**config.mk**
```make
export PLATFORM = sky130hd
export DESIGN_NAME = corevx_muldiv_flat
export DESIGN_NICKNAME = d
export VERILOG_FILES = /design/src/rtl/corevx_muldiv_if.sv /design/src/rtl/corevx_muldiv.sv /design/src/flat_wrapper.sv
export SDC_FILE = /design/constraint.sdc
export NUM_CORES = 1
export LEC_CHECK = 0
export ABC_AREA = 1
export CAP_MARGIN = 0
export CORE_UTILIZATION = 30
export CTS_CLUSTER_SIZE = 10
export DETAILED_ROUTE_END_ITERATION = 7
export PLACE_DENSITY = 0.45
export SKIP_CTS_REPAIR_TIMING = 1
export SKIP_LAST_GASP = 1
export SLEW_MARGIN = 40
export SYNTH_ARGS = -nofsm -noshare
export SYNTH_HDL_FRONTEND = slang
export SYNTH_SLANG_ARGS = --single-unit
export TNS_END_PERCENT = 30
```
**constraint.sdc**
```tcl
create_clock -name clk -period 5.3 [get_ports clk]
set_input_delay 0.795 -clock clk [delete_from_list [all_inputs] [get_ports clk]]
set_output_delay 0.795 -clock clk [all_outputs]
set_load 0.1 [all_outputs]
```
**src/rtl/corevx_muldiv_if.sv**
```systemverilog
// corevx_muldiv request/response bundle between execute and the M unit.
// master = execute side, slave = multiply/divide unit.
interface corevx_muldiv_if #(
  parameter int WIDTH = 32
) ();
  logic             req_valid;
  logic [2:0]       req_funct3;
  logic [WIDTH-1:0] req_rs1;
  logic [WIDTH-1:0] req_rs2;
  logic             req_ready;
  logic             kill;
  logic             rsp_valid;
  logic [WIDTH-1:0] rsp_result;
  logic             busy;

  modport master (
    output req_valid, req_funct3, req_rs1, req_rs2, kill,
    input  req_ready, rsp_valid, rsp_result, busy
  );

  modport slave (
    input  req_valid, req_funct3, req_rs1, req_rs2, kill,
    output req_ready, rsp_valid, rsp_result, busy
  );
endinterface

```
**src/rtl/corevx_muldiv.sv**
```systemverilog
// Iterative RV32M multiply/divide: shift-add multiply, restoring divide.
// Ports: clk, rst_n (async low), io (slave: req_*, kill, rsp_*, busy).
module corevx_muldiv #(
  parameter int WIDTH = 32
) (
  input  logic             clk,
  input  logic             rst_n,
  corevx_muldiv_if.slave   io
);
  localparam int CW = $clog2(WIDTH) + 1;

  typedef enum logic [1:0] {IDLE, CALC, DONE} state_t;

  state_t             state, state_nxt;
  logic [2:0]         f3;
  logic               neg;
  logic [CW-1:0]      cnt;
  logic [2*WIDTH-1:0] acc, acc_nxt;
  logic [WIDTH-1:0]   opb;
  logic [WIDTH-1:0]   result_q;
  logic               busy_q;

  logic               accept, last;
  logic [2:0]         f;
  logic               sg1, sg2, n1, n2, neg_in;
  logic [WIDTH-1:0]   mag1, mag2;
  logic               zero2, ovf, fast;
  logic [WIDTH-1:0]   fast_res;
  logic [WIDTH:0]     sum, sh, diff;
  logic [2*WIDTH-1:0] mul_fix;
  logic [WIDTH-1:0]   res;

  assign f      = io.req_funct3;
  assign accept = io.req_valid && io.req_ready;
  assign last   = cnt == CW'(WIDTH - 1);

  assign sg1  = (f == 3'd1) | (f == 3'd2) | (f == 3'd4) | (f == 3'd6);
  assign sg2  = (f == 3'd1) | (f == 3'd4) | (f == 3'd6);
  assign n1   = sg1 & io.req_rs1[WIDTH-1];
  assign n2   = sg2 & io.req_rs2[WIDTH-1];
  assign mag1 = n1 ? -io.req_rs1 : io.req_rs1;
  assign mag2 = n2 ? -io.req_rs2 : io.req_rs2;
  // REM follows the dividend sign; MUL*/DIV follow the sign product
  assign neg_in = (f[2] & f[1]) ? n1 : (n1 ^ n2);

  assign zero2 = io.req_rs2 == '0;
  assign ovf   = (f == 3'd4 || f == 3'd6) &&
                 io.req_rs1 == {1'b1, {(WIDTH-1){1'b0}}} &&
                 io.req_rs2 == '1;
  assign fast  = f[2] && (zero2 || ovf);

  always_comb begin
    fast_res = '0;
    if (zero2)
      fast_res = f[1] ? io.req_rs1 : '1;
    else if (!f[1])
      fast_res = io.req_rs1;
  end

  // Multiply: acc = {partial, multiplier}, shifted right each step.
  // Divide:   acc = {remainder, dividend/quotient}, shifted left.
  always_comb begin
    sum  = {1'b0, acc[2*WIDTH-1:WIDTH]} +
           (acc[0] ? {1'b0, opb} : '0);
    sh   = {acc[2*WIDTH-1:WIDTH], acc[WIDTH-1]};
    diff = sh - {1'b0, opb};
    if (f3[2])
      acc_nxt = {diff[WIDTH] ? sh[WIDTH-1:0] : diff[WIDTH-1:0],
                 acc[WIDTH-2:0], ~diff[WIDTH]};
    else
      acc_nxt = {sum, acc[WIDTH-1:1]};
  end

  always_comb begin
    mul_fix = neg ? -acc_nxt : acc_nxt;
    res     = '0;
    unique case (1'b1)
      f3 == 3'd0:
        res = mul_fix[WIDTH-1:0];
      !f3[2] && f3 != 3'd0:
        res = mul_fix[2*WIDTH-1:WIDTH];
      f3[2] && !f3[1]:
        res = neg ? -acc_nxt[WIDTH-1:0] : acc_nxt[WIDTH-1:0];
      f3[2] && f3[1]:
        res = neg ? -acc_nxt[2*WIDTH-1:WIDTH]
                  : acc_nxt[2*WIDTH-1:WIDTH];
      default: res = '0;
    endcase
  end

  always_comb begin
    state_nxt = state;
    unique case (state)
      IDLE: if (accept) state_nxt = fast ? DONE : CALC;
      CALC: begin
        if (io.kill)   state_nxt = IDLE;
        else if (last) state_nxt = DONE;
      end
      DONE: state_nxt = IDLE;
      default: state_nxt = IDLE;
    endcase
  end

  always_ff @(posedge clk or negedge rst_n) begin
    if (!rst_n) begin
      state    <= IDLE;
      busy_q   <= 1'b0;
      f3       <= '0;
      neg      <= 1'b0;
      cnt      <= '0;
      acc      <= '0;
      opb      <= '0;
      result_q <= '0;
    end else begin
      state  <= state_nxt;
      busy_q <= state_nxt != IDLE;
      if (accept) begin
        f3  <= f;
        neg <= neg_in;
        cnt <= '0;
        opb <= f[2] ? mag2 : mag1;
        acc <= {{WIDTH{1'b0}}, f[2] ? mag1 : mag2};
        if (fast) result_q <= fast_res;
      end else if (state == CALC) begin
        acc <= acc_nxt;
        cnt <= cnt + CW'(1);
        if (last && !io.kill) result_q <= res;
      end
    end
  end

  assign io.req_ready  = (state == IDLE) && !io.kill;
  assign io.rsp_valid  = state == DONE;
  assign io.rsp_result = result_q;
  assign io.busy       = busy_q;
endmodule
```
**src/flat_wrapper.sv**
```systemverilog
// flat-port wrapper written by rule: the top's interface ports become plain ports
module corevx_muldiv_flat 
#(
  parameter int WIDTH = 32
)
  (clk, rst_n, io_req_valid, io_req_funct3, io_req_rs1, io_req_rs2, io_kill, io_req_ready, io_rsp_valid, io_rsp_result, io_busy);
  corevx_muldiv_if #(.WIDTH(WIDTH)) io_i ();
  input  logic clk;
  input  logic rst_n;
  input wire logic [$bits(io_i.req_valid)-1:0] io_req_valid;
  input wire logic [$bits(io_i.req_funct3)-1:0] io_req_funct3;
  input wire logic [$bits(io_i.req_rs1)-1:0] io_req_rs1;
  input wire logic [$bits(io_i.req_rs2)-1:0] io_req_rs2;
  input wire logic [$bits(io_i.kill)-1:0] io_kill;
  output wire logic [$bits(io_i.req_ready)-1:0] io_req_ready;
  output wire logic [$bits(io_i.rsp_valid)-1:0] io_rsp_valid;
  output wire logic [$bits(io_i.rsp_result)-1:0] io_rsp_result;
  output wire logic [$bits(io_i.busy)-1:0] io_busy;
  assign io_i.req_valid = io_req_valid;
  assign io_i.req_funct3 = io_req_funct3;
  assign io_i.req_rs1 = io_req_rs1;
  assign io_i.req_rs2 = io_req_rs2;
  assign io_i.kill = io_kill;
  assign io_req_ready = io_i.req_ready;
  assign io_rsp_valid = io_i.rsp_valid;
  assign io_rsp_result = io_i.rsp_result;
  assign io_busy = io_i.busy;
  corevx_muldiv #(.WIDTH(WIDTH)) u_core (.clk(clk), .rst_n(rst_n), .io(io_i));
endmodule
```
; ---- Yosys cells after proc, flatten, opt, wreduce, memory -nomap -nowiden
; Cells that the tools add are included.
[totals]
regBits = 141
output_inout_bits = 35
word_cells = 86
[classes]
n_addsub = 8
n_eq_ne = 10
mux = 28
bitwise = 10
reduce_logical = 22
[op_table]
columns = operator, count
row1 = 2-to-1 mux 32 bit, 15
row2 = 2-to-1 mux 64 bit, 4
row3 = negation 32 bit, 4
row4 = case mux 32 bit (4 select lines), 1
row5 = equality test 32 bit (second input constant), 2
row6 = negation 64 bit, 1
row7 = adder 32 x 33 -> 33 bit, 1
row8 = subtractor 33 x 32 -> 33 bit, 1
row9 = zero test 32 bit, 1
row10 = 2-to-1 mux 6 bit, 2
row11 = logical AND 1 bit, 9
row12 = 2-to-1 mux 2 bit, 4
row13 = adder 6 x 1 -> 6 bit (second input constant), 1
row14 = equality test 3 bit (second input constant), 2
row15 = equality test 6 x 5 -> 1 bit (second input constant), 1
row16 = nonzero test 2 bit, 3
row17 = bitwise OR 1 bit, 5
row18 = case mux 2 bit (2 select lines), 1
row19 = bitwise AND 1 bit, 3
row20 = equality test 3 x 1 -> 1 bit (second input constant), 1
row21 = equality test 3 x 2 -> 1 bit (second input constant), 1
row22 = zero test 1 bit, 3
row23 = zero test 3 bit, 1
row24 = AND reduction 3 bit, 1
row25 = 9 further kinds, 10

; ---- Depth between registers and ports, before layout
[depth]
ltp_word = 10
ltp_mapped = 37
ltp_nobuf = 36

; ---- Least setup slack after synthesis
; Ideal clock, no wire load.
[synth_timing]
path_type = input port to flip-flop
startpoint = in io_kill
endpoint = reg u_core.acc[1]
setup_ns = 0.090
arrival_time_ns = 4.654
slack_ns = 0.556
path_stages = 7
path_buffers = 2
path_cell_list = nor3_1 -> nand2_1 -> nor2_1 -> inv_1 -> clkbuf_1 -> clkbuf_1 -> o221ai_1
[synth_between]
elab_chain_len = 4
word_cells_on_any_way = 5
[synth_lines]
columns = element, line_no
row1 = start: declaration, flat_wrapper.sv:14  ; input wire logic [$bits(io_i.kill)-1:0] io_kill;
row2 = zero test 1 bit (*), corevx_muldiv.sv:132  ; assign io.req_ready = (state == IDLE) && !io.kill;
row3 = logical AND 1 bit (*), corevx_muldiv.sv:132
row4 = logical AND 1 bit (*), corevx_muldiv.sv:34  ; assign accept = io.req_valid && io.req_ready;
row5 = 2-to-1 mux 64 bit / nonzero test 2 bit (equally long branches), --
row6 = end signal: assignment, corevx_muldiv.sv:122  ; acc <= {{WIDTH{1'b0}}, f[2] ? mag1 : mag2};
row7 = end signal: assignment, corevx_muldiv.sv:125  ; acc <= acc_nxt;
row8 = end: declaration, corevx_muldiv.sv:18  ; logic [2*WIDTH-1:0] acc, acc_nxt;
; Every way passes the cells marked *; elsewhere a longest branch is shown, timed or not.
; A chain may end at the register's enable or synchronous reset.

; ---- Worst setup path in the final report
[layout_timing]
startpoint = reg u_core.acc[31]
endpoint = reg u_core.result_q[25], in the netlist u_core.io.rsp_result[25]
[layout_between]
elab_chain_len = 9
word_cells_on_any_way = 14
[layout_lines]
columns = element, line_no
row1 = subtractor 33 x 32 -> 33 bit, corevx_muldiv.sv:66  ; diff = sh - {1'b0, opb};
row2 = 2-to-1 mux 32 bit / NOT 1 bit (equally long branches), "corevx_muldiv.sv:68, corevx_muldiv.sv:69"
row3 = 2-to-1 mux 64 bit (*), corevx_muldiv.sv:67  ; if (f3[2])
row4 = "negation 64 bit, or another cell as far along", corevx_muldiv.sv:75  ; mul_fix = neg ? -acc_nxt : acc_nxt;
row5 = "2-to-1 mux 64 bit, or another cell as far along", corevx_muldiv.sv:75
row6 = case mux 32 bit (4 select lines) (*), corevx_muldiv.sv:77  ; unique case (1'b1)
row7 = 2-to-1 mux 32 bit (*), corevx_muldiv.sv:127  ; if (last && !io.kill) result_q <= res;
row8 = 2-to-1 mux 32 bit (*), corevx_muldiv.sv:124  ; end else if (state == CALC) begin
row9 = 2-to-1 mux 32 bit (*), corevx_muldiv.sv:117  ; if (accept) begin
row10 = end signal: assignment, corevx_muldiv.sv:123  ; if (fast) result_q <= fast_res;
row11 = end signal: assignment, corevx_muldiv.sv:127
row12 = end: declaration, corevx_muldiv.sv:20  ; logic [WIDTH-1:0] result_q;
; Every way passes the cells marked *; elsewhere a longest branch is shown, timed or not. The select of a mux whose other input is x is not followed.

==> impl_metrics.py <==
metrics = {
    "min_path": {
        "worstHoldPathType": "input port to async pin",
    },
    "critical_path": {
        "r2r-end": "u_core.io.rsp_result[25]$_DFFE_PN0P_",
        "crit_required_ps": 5690,
        "path_class": "flop to flop",
        "critPathArrivalTime_ps": 5240,
        "rr_startpoint": "u_core.acc[31]$_DFFE_PN0N_",
        "r2r_cells": 26,
        "reg2reg_setup_slack_ps": 450,
        "critPathMaxFanout": 25,
        "end_kind": "flop",
        "setup.worst_path.start_class": "flop",
    },
    "cts": {
        "cts_root_buf": "clkbuf_16",
        "numCtsBuffers": 17,
        "clkTransAtPathRegs_ps": 80,
        "cts_htree_levels": 4,
        "clock_latency_ps": 510,
        "cts_tree": "yes",
        "cts.sinks": 141,
        "clockBufferDepth": 2,
    },
    "sta": {
        "min_period_ps": 4850,
        "relSlewSlack_pct": 42.9,
        "fmax_mhz": 206,
        "finalMaxSlewViolations": 0,
        "worst_pin_slew_ps": 857,
        "finalSetupTns_ps": 0,
        "hold_viol_final": 0,
        "finalClockSkew_ps": 17.8,
        "finalCritPeriodShare_pct": 91.6,
        "fin_ws_ps": 447,
        "setup_viol": 0,
        "rsz0062_at_grt": "no",
    },
    "synth": {
        "ys_types": 56,
        "synth_compound_area_share_pct": 17.5,
        "synthesis.nets": 3097,
        "yosys-top-cells-count": "910 x nand2_1, 412 x inv_1, 295 x nor2_1",
        "synth_area_leader_cell": "dfrtp_1",
        "synthCells": 2954,
        "synth_warnings": 0,
        "netlist.area_leader.share_pct": 20.5,
        "synth_xor_area_share_pct": 5.09,
        "synthTopCellsByArea": "dfrtp_1 21%, nand2_1 20%, inv_1 9.0%, nor2_1 6.4%, nand3_1 6.3%",
        "ys_seq_area_share_pct": 20.5,
        "async_flop_share_pct": 100,
        "yosys.area_share.adder_pct": 5.73,
        "synthMuxAreaShare_pct": 0,
        "ys_ff_latch": 141,
        "synth_top_family_by_area": "simple AND/OR/NAND/NOR gates",
        "synth_edf_count": 0,
        "netlist_area_um2": 17200,
        "synth_most_common_cell": "nand2_1",
        "postSynthAreaPerCell_um2": 5.82,
        "synth_ff_type": "dfrtp_1",
        "synth-simple-area-share_pct": 39.2,
    },
    "die": {
        "io_pins": 106,
        "dieHeight_um": 241,
        "coreArea_um2": 56500,
        "initial_utilization_pct": 30.4,
        "die_area_um2": 58300,
        "dieWidth_um": 241,
        "num_rows": 87,
    },
    "drt": {
        "ant_nets": 0,
        "vias": 20800,
        "wl_um": 95000,
        "firstDrtPassIters": 5,
        "wl_per_cell_um": 24.8,
        "drtIter0Drc": 2015,
        "viasPerCell": 5.43,
        "drc_errors": 0,
    },
    "grt": {
        "grt-ovfl-total": 0,
        "grt_max_degree": 76,
        "grt_pass1_vias": 19900,
        "antenna_found_initial": 2,
        "grt_pass1_wl_um": 137000,
        "grtUsageTotal_pct": 33.0,
    },
    "final_layout": {
        "drive_gt1_share_pct": 8.02,
        "fillers": 6524,
        "nNetsFinal": 3211,
        "post-route-util_pct": 35.1,
        "area_growth_pct": 15.4,
    },
    "placed_design": {
        "dp_slack_ps": 379,
        "place.gp.congestion": 0.988,
        "dp_hpwl_um": 78500,
        "io_buffer_count": 105,
    },
    "flow_run": {
        "drv_cap": 0,
    },
    "power": {
        "ir_drop_mv": 0.285,
        "powerDensity_nw_per_um2": 617,
        "total_leakage_power_uw": 0.0102,
        "p_total_uw": 12200,
    },
    "outcome": {
        "status": "completed",
    },
}
## state kept, by name, indices dropped and copies added, names as in the netlist
signal and flops:
u_core.io.busy 1, u_core.neg 1, u_core.cnt 6, u_core.f3 3, u_core.opb 32, u_core.io.rsp_result 32, u_core.state 2, u_core.acc 64
## layout by cell type (no fill, tap or decap), types with 14 or more instances in the layout
cell type / n
dfrtp_1: 139
xor2_1: 81
xnor2_1: 19
o211ai_1: 17
buf_2: 35
nor3_1: 44
nand3_1: 215
clkdlybuf4s50_1: 69
o221ai_1: 21
nand2_2: 27
ha_1: 70
nor2_2: 14
nor4_1: 14
o21ai_1: 18
a21oi_1: 167
nand3b_1: 15
o22ai_1: 23
nand2_1: 907
nor2_1: 291
o21ai_0: 186
nand4_1: 37
buf_4: 88
inv_1: 409
clkbuf_16: 17
## routing by layer
metal	up-vias	part of all wire [%]	track usage, %
met4	2	5.6	17.7
met1	10000	43	42.3
met5	-	0.014	0
met3	166	6.5	5.26
met2	840	45	53.0
li1	9820	-	-
## metrics by stage
stage          cell area, um^2  instances  hold slack, ps
3_3_place_gp             19400       3805             467
3_5_place_dp             19200       3805             467
4_1_cts                  19800       3837             273
2_1_floorplan            17200       2954             445
5_1_grt                  19900       3837             284
6_report                 19900       3838             231
## cell families after synthesis
kind of cell / count (synthesis)
xor gates and xnor gates: 100
AOI/OAI and AO/OA: 517
adders and majority gates: 79
DFF: 141
buffers and inverters: 519
and+or+nand+nor: 1598
## power breakdown
part           internal, uW  switching, uW  total, uW
sequential             1350            312       1660
combinational          2640           6620       9260
clock                   702            616       1320
## final cells by class
class	instances	area [um^2]	share of cell area, %
clock inverter	13	154	0.775
clock buffer	19	433	2.18
timing repair buffer	193	1540	7.76
sequential	141	3530	17.8
tap	756	946	4.76
antenna	1	2.50	0.0126
multi-input combinational	2294	11700	58.8
inverter	421	1580	7.96
## critical path, stage by stage, from the launching register on
cell	delay, ps
dfrtp_1	390
inv_1	110
ha_1	190
inv_1	90
fa_1	410
nand2_1	90
nand2_1	100
nand3_1	110
nand2_2	100
nand2_1	90
nand2_2	80
nand2_4	110
nand2_4	60
nand2_4	110
nand2_4	250
nand2_1	140
nand3_1	100
nand2_1	410
nand2_1	150
nor2_2	220
nand3_1	270
o21ai_2	390
nand3_1	120
nand3_1	120
nand3_1	140
nand2_1	250
a21oi_1	110
## worst max-delay path by stage
stage	startpoint	endpoint	slack (ps)	cells past startpoint
finish	u_core.acc[31]$_DFFE_PN0N_	u_core.io.rsp_result[25]$_DFFE_PN0P_	450	26
global route	u_core.acc[31]$_DFFE_PN0N_	u_core.io.rsp_result[14]$_DFFE_PN0P_	20	34
CTS	u_core.acc[31]$_DFFE_PN0N_	u_core.io.rsp_result[14]$_DFFE_PN0P_	370	34
detailed placement	u_core.acc[31]$_DFFE_PN0N_	u_core.io.rsp_result[22]$_DFFE_PN0P_	380	34
global placement	u_core.acc[31]$_DFFE_PN0N_	u_core.io.rsp_result[30]$_DFFE_PN0P_	450	34
floorplan	io_kill	u_core.acc[1]$_DFFE_PN0N_	560	7
(Power assumes the default switching activity.)
